[config.mk]
export PLATFORM = sky130hd
export DESIGN_NAME = cmul_arbiter
export DESIGN_NICKNAME = d
export VERILOG_FILES = /design/src/rtl/fft_pkg.sv /design/src/rtl/complex_multiplier.sv /design/src/rtl/cmul_arbiter.sv
export SDC_FILE = /design/constraint.sdc
export NUM_CORES = 2
export LEC_CHECK = 0
export BUFFER_PORTS_ARGS = -buffer_cell sky130_fd_sc_hd__buf_4
export CORE_ASPECT_RATIO = 1.25
export CORE_UTILIZATION = 57
export CTS_CLUSTER_SIZE = 14
export DETAILED_ROUTE_END_ITERATION = 12
export HOLD_SLACK_MARGIN = 0.02
export PLACE_DENSITY = 0.77
export SYNTH_ARGS = -nofsm -noshare
export SYNTH_HDL_FRONTEND = slang
export SYNTH_SLANG_ARGS = --single-unit
[constraint.sdc]
create_clock -name clk -period 8.4 [get_ports clk]
set_clock_uncertainty 0.15 [all_clocks]
set_input_delay 1.68 -clock clk [delete_from_list [all_inputs] [get_ports clk]]
set_output_delay 1.68 -clock clk [all_outputs]
set_load 0.02 [all_outputs]
[src/rtl/fft_pkg.sv]
// Shared definitions for the FFT datapath blocks.
//   FFT_DATA_WIDTH : default signed operand/result width
//   FFT_TRUNC      : default number of LSBs dropped from full-precision products
//   id_width()     : width of a requester index, never less than one bit
package fft_pkg;

  localparam int FFT_DATA_WIDTH = 16;
  localparam int FFT_TRUNC      = 8;

  function automatic int id_width(input int n);
    return (n > 1) ? $clog2(n) : 1;
  endfunction

endpackage

[src/rtl/complex_multiplier.sv]
// Combinational signed complex multiplier.
//   a_real/a_imag, b_real/b_imag : signed operands, DATA_WIDTH bits each
//   p_real/p_imag                : bits [DATA_WIDTH-1+TRUNC:TRUNC] of the
//                                  2*DATA_WIDTH-bit product (truncating, wrapping)
module complex_multiplier
  import fft_pkg::*;
#(
  parameter int DATA_WIDTH = FFT_DATA_WIDTH,
  parameter int TRUNC      = FFT_TRUNC
) (
  input  logic [DATA_WIDTH-1:0] a_real,
  input  logic [DATA_WIDTH-1:0] a_imag,
  input  logic [DATA_WIDTH-1:0] b_real,
  input  logic [DATA_WIDTH-1:0] b_imag,
  output logic [DATA_WIDTH-1:0] p_real,
  output logic [DATA_WIDTH-1:0] p_imag
);

  localparam int PW = 2 * DATA_WIDTH;

  logic signed [PW-1:0] rr, ii, ri, ir;
  logic signed [PW-1:0] full_real, full_imag;

  always_comb begin
    // Operands are sign-extended to full product width before multiplying.
    rr = PW'($signed(a_real)) * PW'($signed(b_real));
    ii = PW'($signed(a_imag)) * PW'($signed(b_imag));
    ri = PW'($signed(a_real)) * PW'($signed(b_imag));
    ir = PW'($signed(a_imag)) * PW'($signed(b_real));
    // Sum/difference wraps at PW bits; the result window is a plain slice.
    full_real = rr - ii;
    full_imag = ri + ir;
    p_real    = DATA_WIDTH'(full_real >>> TRUNC);
    p_imag    = DATA_WIDTH'(full_imag >>> TRUNC);
  end

endmodule

[src/rtl/cmul_arbiter.sv]
// Round-robin arbiter sharing one complex multiplier between NUM_REQ requesters.
//   clk, rst             : clock and synchronous active-high reset
//   req_valid/req_ready  : per-requester handshake; req_ready is one-hot or zero
//   req_{a,b}_{real,imag}: packed operands, requester i at [i*DATA_WIDTH +: DATA_WIDTH]
//   out_valid/out_ready  : result handshake
//   out_real/out_imag    : registered truncated product
//   out_id               : index of the requester that owns the result
// Pipeline: S1 registers the granted operands, the multiplier sits between S1
// and S2, S2 drives the outputs. Results leave in grant order.
module cmul_arbiter
  import fft_pkg::*;
#(
  parameter  int NUM_REQ    = 4,
  parameter  int DATA_WIDTH = FFT_DATA_WIDTH,
  parameter  int TRUNC      = FFT_TRUNC,
  localparam int ID_W       = id_width(NUM_REQ)
) (
  input  logic                          clk,
  input  logic                          rst,
  input  logic [NUM_REQ-1:0]            req_valid,
  output logic [NUM_REQ-1:0]            req_ready,
  input  logic [NUM_REQ*DATA_WIDTH-1:0] req_a_real,
  input  logic [NUM_REQ*DATA_WIDTH-1:0] req_a_imag,
  input  logic [NUM_REQ*DATA_WIDTH-1:0] req_b_real,
  input  logic [NUM_REQ*DATA_WIDTH-1:0] req_b_imag,
  output logic                          out_valid,
  input  logic                          out_ready,
  output logic [DATA_WIDTH-1:0]         out_real,
  output logic [DATA_WIDTH-1:0]         out_imag,
  output logic [ID_W-1:0]               out_id
);

  logic [ID_W-1:0]       ptr_q, ptr_d;
  logic                  s1_valid_q, s1_valid_d;
  logic [ID_W-1:0]       s1_id_q, s1_id_d;
  logic [DATA_WIDTH-1:0] s1_ar_q, s1_ar_d, s1_ai_q, s1_ai_d;
  logic [DATA_WIDTH-1:0] s1_br_q, s1_br_d, s1_bi_q, s1_bi_d;
  logic                  s2_valid_q, s2_valid_d;
  logic [ID_W-1:0]       s2_id_q, s2_id_d;
  logic [DATA_WIDTH-1:0] s2_real_q, s2_real_d, s2_imag_q, s2_imag_d;

  logic                  s1_adv, s2_adv;
  logic                  found_hi, found_lo, any_valid, xfer;
  logic [ID_W-1:0]       idx_hi, idx_lo, grant_id;
  logic [DATA_WIDTH-1:0] prod_real, prod_imag;

  // S2 moves when its slot is free or being drained; S1 follows into an
  // empty or advancing S2, so a full pipe still sustains one result per cycle.
  assign s2_adv = !s2_valid_q || out_ready;
  assign s1_adv = !s1_valid_q || s2_adv;

  // Round-robin search split in two ascending scans: the lowest valid index at
  // or above the pointer wins, otherwise the lowest valid index below it.
  // NOTE: every always_comb output gets a default first so no path leaves it
  // unassigned, which would otherwise infer a latch.
  always_comb begin
    found_hi = 1'b0;
    found_lo = 1'b0;
    idx_hi   = '0;
    idx_lo   = '0;
    for (int i = 0; i < NUM_REQ; i++) begin
      if (req_valid[i]) begin
        if (i >= int'(ptr_q)) begin
          if (!found_hi) begin
            found_hi = 1'b1;
            idx_hi   = ID_W'(i);
          end
        end else if (!found_lo) begin
          found_lo = 1'b1;
          idx_lo   = ID_W'(i);
        end
      end
    end
    any_valid = found_hi || found_lo;
    grant_id  = found_hi ? idx_hi : idx_lo;
  end

  always_comb begin
    req_ready = '0;
    if (!rst && s1_adv && any_valid) req_ready[grant_id] = 1'b1;
  end

  assign xfer = |(req_valid & req_ready);

  complex_multiplier #(
    .DATA_WIDTH (DATA_WIDTH),
    .TRUNC      (TRUNC)
  ) u_cmul (
    .a_real (s1_ar_q),
    .a_imag (s1_ai_q),
    .b_real (s1_br_q),
    .b_imag (s1_bi_q),
    .p_real (prod_real),
    .p_imag (prod_imag)
  );

  always_comb begin
    ptr_d      = ptr_q;
    s1_valid_d = s1_valid_q;
    s1_id_d    = s1_id_q;
    s1_ar_d    = s1_ar_q;
    s1_ai_d    = s1_ai_q;
    s1_br_d    = s1_br_q;
    s1_bi_d    = s1_bi_q;
    s2_valid_d = s2_valid_q;
    s2_id_d    = s2_id_q;
    s2_real_d  = s2_real_q;
    s2_imag_d  = s2_imag_q;

    if (xfer) begin
      ptr_d = (grant_id == ID_W'(NUM_REQ - 1)) ? '0 : grant_id + ID_W'(1);
    end

    if (s1_adv) begin
      s1_valid_d = xfer;
      if (xfer) begin
        s1_id_d = grant_id;
        s1_ar_d = req_a_real[int'(grant_id)*DATA_WIDTH +: DATA_WIDTH];
        s1_ai_d = req_a_imag[int'(grant_id)*DATA_WIDTH +: DATA_WIDTH];
        s1_br_d = req_b_real[int'(grant_id)*DATA_WIDTH +: DATA_WIDTH];
        s1_bi_d = req_b_imag[int'(grant_id)*DATA_WIDTH +: DATA_WIDTH];
      end
    end

    // Output data only changes when a real result arrives, so it stays stable
    // across stalls and bubbles.
    if (s2_adv) begin
      s2_valid_d = s1_valid_q;
      if (s1_valid_q) begin
        s2_id_d   = s1_id_q;
        s2_real_d = prod_real;
        s2_imag_d = prod_imag;
      end
    end
  end

  // NOTE: sequential state uses non-blocking assignments so every flop samples
  // pre-edge values regardless of statement order.
  always_ff @(posedge clk) begin
    if (rst) begin
      ptr_q      <= '0;
      s1_valid_q <= 1'b0;
      s2_valid_q <= 1'b0;
      s2_id_q    <= '0;
      s2_real_q  <= '0;
      s2_imag_q  <= '0;
    end else begin
      ptr_q      <= ptr_d;
      s1_valid_q <= s1_valid_d;
      s2_valid_q <= s2_valid_d;
      s2_id_q    <= s2_id_d;
      s2_real_q  <= s2_real_d;
      s2_imag_q  <= s2_imag_d;
    end
  end

  // NOTE: S1 payload is qualified by s1_valid_q, so it carries no reset and
  // stays a plain datapath register.
  always_ff @(posedge clk) begin
    s1_id_q <= s1_id_d;
    s1_ar_q <= s1_ar_d;
    s1_ai_q <= s1_ai_d;
    s1_br_q <= s1_br_d;
    s1_bi_q <= s1_bi_d;
  end

  assign out_valid = s2_valid_q;
  assign out_id    = s2_id_q;
  assign out_real  = s2_real_q;
  assign out_imag  = s2_imag_q;

endmodule

---- Yosys cells after proc, flatten, opt, wreduce, memory -nomap -nowiden ----
Index checks and enable logic that the tools add are counted.
storage, ports and cells
  register bits ........................... 104
  output and inout port bits .............. 39
  logic and storage cells ................. 73
operators by class
  add/sub/neg operators ................... 3
  $mul .................................... 4
  $lt $le $gt $ge ......................... 5
  equal/unequal tests ..................... 1
  shifts and indexed selects .............. 4
  mux-type cells .......................... 32
  bitwise gates (word level) .............. 1
  reduce and logical (&&, ||, !) cells .... 12
operators by type and width
  cell                                                                                 count
  64-bit by 7-bit variable part select with 16-bit output                              4
  16-bit by 16-bit multiplier with 24-bit output                                       4
  24-bit adder                                                                         1
  24-bit subtractor                                                                    1
  1-bit two-way mux                                                                    20
  2-bit two-way mux                                                                    10
  4-bit bitwise AND                                                                    1
  1-bit by 2-bit greater-or-equal comparator with 1-bit output, first input constant   2
  4-bit two-way mux                                                                    1
  2-bit AND reduction                                                                  2
  4-bit OR reduction                                                                   1
  1-bit logical AND                                                                    3
  1-bit logical NOT                                                                    3
  1-bit logical OR                                                                     3
  2-bit by 3-bit less-than comparator with 1-bit output, second input constant         1
  2-bit by 1-bit adder with 2-bit output, second input constant                        1
  1-bit demux with 2-bit select                                                        1
  2-bit == test, second input constant                                                 1
  2-bit by 1-bit greater-or-equal comparator with 1-bit output, second input constant  1
  2-bit greater-or-equal comparator, first input constant                              1

---- Longest topological paths before layout ----
  depth after elaboration ................. 20
  depth in mapped cells ................... 29
  mapped depth without buffers ............ 27

---- Hierarchy ----
Synthesis repeated with hierarchy kept, for this count alone.
second synthesis, totals
  cell total of the unflattened synthesis .. 3873
  area, all modules ....................... 36154.7 sq um
modules (own cells, without submodules)
  module              instances  cells an instance  area an instance (sq um)  sequential area each (sq um)
  complex_multiplier  1          3401               30569.3                   0.0
  cmul_arbiter        1          472                5585.4                    2742.6

---- Worst setup path after synthesis ----
No wires, ideal clock.
  kind .................................... register -> register
  from .................................... reg s1_ar_q[14]
  to ...................................... reg s2_imag_q[15] (netlist: out_imag[15])
  arrival time ............................ 6.897 ns
  data required time ...................... 8.180 ns
  slack ................................... 1.283 ns
  stages on the path, launching flop included .. 27
  buffers on the path ..................... 2
  period minus slack after synthesis ...... 7.117 ns
  cells stage by stage .................... edfxtp_1 > clkbuf_1 > clkbuf_1 > nand2_1 > fa_1 > inv_1 > fa_1 > fa_1 > inv_1 > fa_1 > inv_1 > fa_1 > fa_1 > fa_1 > inv_1 > fa_1 > inv_1 > ha_1 > a21o_1 > a21o_1 > a21o_1 > a221o_1 > a21oi_1 > o21ai_0 > xnor2_1 > nand2_1 > a21oi_1
between the ends
  cells in the longest elaborated chain, start to end .. 2
ends and longest elaborated chain
  what                                            RTL line                  text
  start, declared                                 cmul_arbiter.sv:36        logic [DATA_WIDTH-1:0] s1_ar_q, s1_ar_d, s1_ai_q, s1_ai_d;
  start signal, assigned                          cmul_arbiter.sv:161       s1_ar_q <= s1_ar_d;
  16-bit by 16-bit multiplier with 24-bit output  complex_multiplier.sv:28  ri = PW'($signed(a_real)) * PW'($signed(b_imag));
  24-bit adder                                    complex_multiplier.sv:32  full_imag = ri + ir;
  end signal, assigned                            cmul_arbiter.sv:153       s2_imag_q <= s2_imag_d;
  end, declared                                   cmul_arbiter.sv:40        logic [DATA_WIDTH-1:0] s2_real_q, s2_real_d, s2_imag_q, s2_imag_d;
Every way passes these cells.
A chain may end at the register's enable or synchronous reset.

---- Final worst setup path ----
  from .................................... reg s1_br_q[8]
  to ...................................... reg s2_real_q[14] (netlist: out_real[14])
between the ends
  cells in the longest elaborated chain, start to end .. 2
ends and longest elaborated chain
  what                                            RTL line                  text
  start, declared                                 cmul_arbiter.sv:37        logic [DATA_WIDTH-1:0] s1_br_q, s1_br_d, s1_bi_q, s1_bi_d;
  start signal, assigned                          cmul_arbiter.sv:163       s1_br_q <= s1_br_d;
  16-bit by 16-bit multiplier with 24-bit output  complex_multiplier.sv:26  rr = PW'($signed(a_real)) * PW'($signed(b_real));
  24-bit subtractor                               complex_multiplier.sv:31  full_real = rr - ii;
  end signal, assigned                            cmul_arbiter.sv:152       s2_real_q <= s2_real_d;
  end, declared                                   cmul_arbiter.sv:40
Every way passes these cells.

==> impl_metrics.py <==
metrics = {
    "clock_network": {
        "ctsResizeCount": 0,
        "postCtsHoldBufs": 0,
        "htree_levels": 3,
        "cts_buffers": 9,
        "cts_buffer_depth": 2,
        "cts_tree": "yes",
        "cts_root_buffer": "clkbuf_16",
        "cts_setup_buffers": 0,
        "cts.sinks": 104,
        "clkLatencyLatePin_ns": 0.43,
        "path_clk_slew_ns": 0.09,
    },
    "grt": {
        "antenna_found_initial": 7,
        "grt_pass1_vias": 30300,
        "grt.overflow.total": 0,
        "grt_pass1_wl_um": 162000,
        "grt_max_degree": 91,
        "track_usage_pct": 34.2,
    },
    "min_path": {
        "hold_path_class": "register to register",
        "hold_path_end": "out_real[10]",
        "hp-start": "out_real[10]",
        "whs_path_depth": 2,
    },
    "synth": {
        "synth_fp_nets": 5401,
        "ys_warn_count": 0,
        "syn_avg_cell_area_um2": 8.87,
        "yosys-top-cells-area": "fa_1 (46%), inv_1 (10%), ha_1 (9.1%)",
        "seq_area_frac_synth_pct": 7.64,
        "synth_common_cells": "inv_1 (984), fa_1 (828), nand2_1 (720)",
        "yosysMostFrequentCell": "inv_1",
        "synthesis.area_um2": 35900,
        "ys_ff_latch": 104,
        "synthFlopType": "edfxtp_1",
        "synth_top_area_share_pct": 46.2,
        "ys_types": 52,
        "async_flop_share_pct": 0,
        "synth-edff-count": 66,
        "yosys.area.top_type": "fa_1",
        "syn_inst": 4049,
    },
    "timing": {
        "fmax_ghz": 0.126,
        "setup_viol": 0,
        "fin_ws_ns": 0.447,
        "worst_slew_pin_slew_ns": 1.42,
        "hold_viol": 0,
        "relSlewSlack_pct": 5.35,
        "report.final.slew_viol_count": 0,
        "finalCritPeriodShare_pct": 94.7,
        "min_period_ns": 7.95,
        "rsz0062_at_grt": "false",
        "fin_tns_setup_ns": 0,
    },
    "route": {
        "postRouteAntennaNets": 0,
        "first_iter_violations": 1684,
        "remaining_drc_errors": 0,
        "via_count": 27700,
        "vias_per_cell": 5.46,
        "routed_wirelength_um": 102000,
        "first_pass_iters": 6,
        "wl_per_cell_um": 20.1,
    },
    "setup_path": {
        "r2r-end": "out_real[14]",
        "worst_path_max_delay_cell": "edfxtp_1",
        "cpPeakStageDelay_ns": 1.30,
        "cp_common_cell": "fa_1",
        "critPathLaunchType": "register",
        "r2r_cells": 22,
        "ff2ff_setup_slack_ns": 0.45,
        "cp.required_ns": 8.58,
        "r2r_start": "s1_br_q[8]",
        "arrival_ns": 8.14,
        "critical_path.cell_chain": "and2_1, fa_1, fa_1, fa_1, inv_1, fa_1, inv_1, fa_1, fa_1, fa_1, inv_1, fa_1, inv_1, ha_1, a2111oi_0, nand2b_1, a21oi_2, nor3_1, or2_2, a21oi_1, xnor2_1, a21o_1",
        "crit_type": "register to register",
        "critical_path_peak_fanout": 31,
        "cp-end-kind": "register",
    },
    "die": {
        "core_um2": 62200,
        "initial_core_util_pct": 57.8,
        "die-width_um": 226,
        "dieArea_um2": 64000,
        "rows": 102,
        "die_h_um": 283,
        "ioPinCount": 302,
    },
    "placement": {
        "placed_cells": 5053,
        "portBuffers": 301,
        "place.gp.congestion": 0.964,
        "post-place-ws_ns": 0.585,
        "hpwl_um": 82700,
    },
    "cells_and_area": {
        "layout.cells.non_filler": 5074,
        "finalNetCount": 5584,
        "fill_cells": 5163,
        "syn2layout_area_growth_pct": 9.74,
        "final_core_util_pct": 63.4,
        "final_layout_size_suffix_gt1_share_pct": 9.94,
    },
    "run_status": {
        "status": "finished clean",
    },
    "run": {
        "cap_violations": 0,
    },
}
[placed cells by master, fill, tap and decap left out, types with 4 or more instances in the layout]
master / instances
nor2_1: 40
inv_1: 982
dfxtp_1: 38
o21ai_0: 11
nor2b_1: 9
nor3_1: 4
clkbuf_16: 9
diode_2: 6
a21o_1: 15
edfxtp_1: 66
buf_4: 392
xnor2_1: 101
nand2b_1: 24
ha_1: 261
and2_1: 474
a31oi_1: 68
nand4_1: 5
a21oi_1: 47
and3_1: 67
xor2_1: 20
fa_1: 828
nand2_1: 718
[per-layer routing]
layer,global-route usage [%],vias up,wire length (um)
li1,-,12000,-
met1,36.1,13900,33300
met2,58.2,1293,50800
met3,6.38,451,7080
met4,30.8,4,10900
met5,0,-,24
[cells by family after synthesis]
logic type / share of synthesized area (%)
compound gates: 3.00
flops: 7.64
mux: 0.0279
simple gates: 18.3
fa+ha+maj: 55.3
buf+inv: 12.7
xor+xnor: 3.12
[through the flow]
stage / hold WS (ns) / cell area [um2]
finish: 0.304 / 39400
global route: 0.328 / 39400
CTS: 0.306 / 39400
detailed placement: 0.296 / 39100
global placement: 0.291 / 39100
floorplan: 0.305 / 35900
[worst max-delay path, delay by kind of cell, from the launching register on]
family                   cells  cell delay [ns]
adder cells (fa/ha/maj)      9             4.24
flip-flops                   1             1.30
AO/OA/AOI/OAI                4             1.00
AND/OR/NAND/NOR              4             0.85
buffers and inverters        4             0.20
XOR/XNOR                     1             0.08
[sequential cells by signal, indices dropped and copies added, names as in the netlist, 2 cells and up]
signal	count
out_imag	16
out_real	16
s1_ai_q	16
s1_ar_q	16
s1_bi_q	16
s1_br_q	16
out_id	2
ptr_q	2
s1_id_q	2
[how the worst max path moves through the flow]
stage | from | to | slack [ns] | depth (start not counted)
floorplan | s1_ar_q[14] | out_imag[15] | 1.28 | 26
global placement | s1_ar_q[6] | out_imag[15] | 0.74 | 26
detailed placement | s1_br_q[8] | out_real[14] | 0.58 | 22
CTS | s1_bi_q[5] | out_imag[15] | 0.54 | 23
global route | s1_br_q[8] | out_real[14] | 0.09 | 22
finish | s1_br_q[8] | out_real[14] | 0.45 | 22
[layout make-up]
class | count | area [um2] | area share [%]
well taps | 832 | 1040 | 2.64
repair buffers | 394 | 2980 | 7.57
clock inverters | 5 | 41.3 | 0.105
diodes | 6 | 15.0 | 0.0381
inverters | 986 | 3700 | 9.40
flip-flops and latches | 104 | 2740 | 6.96
multi-input cells | 2737 | 28600 | 72.7
clock buffers | 10 | 229 | 0.581
Power is left out: the tool's default activity adds up to more than one toggle a clock period on the data nets, which glitch-free logic cannot reach.
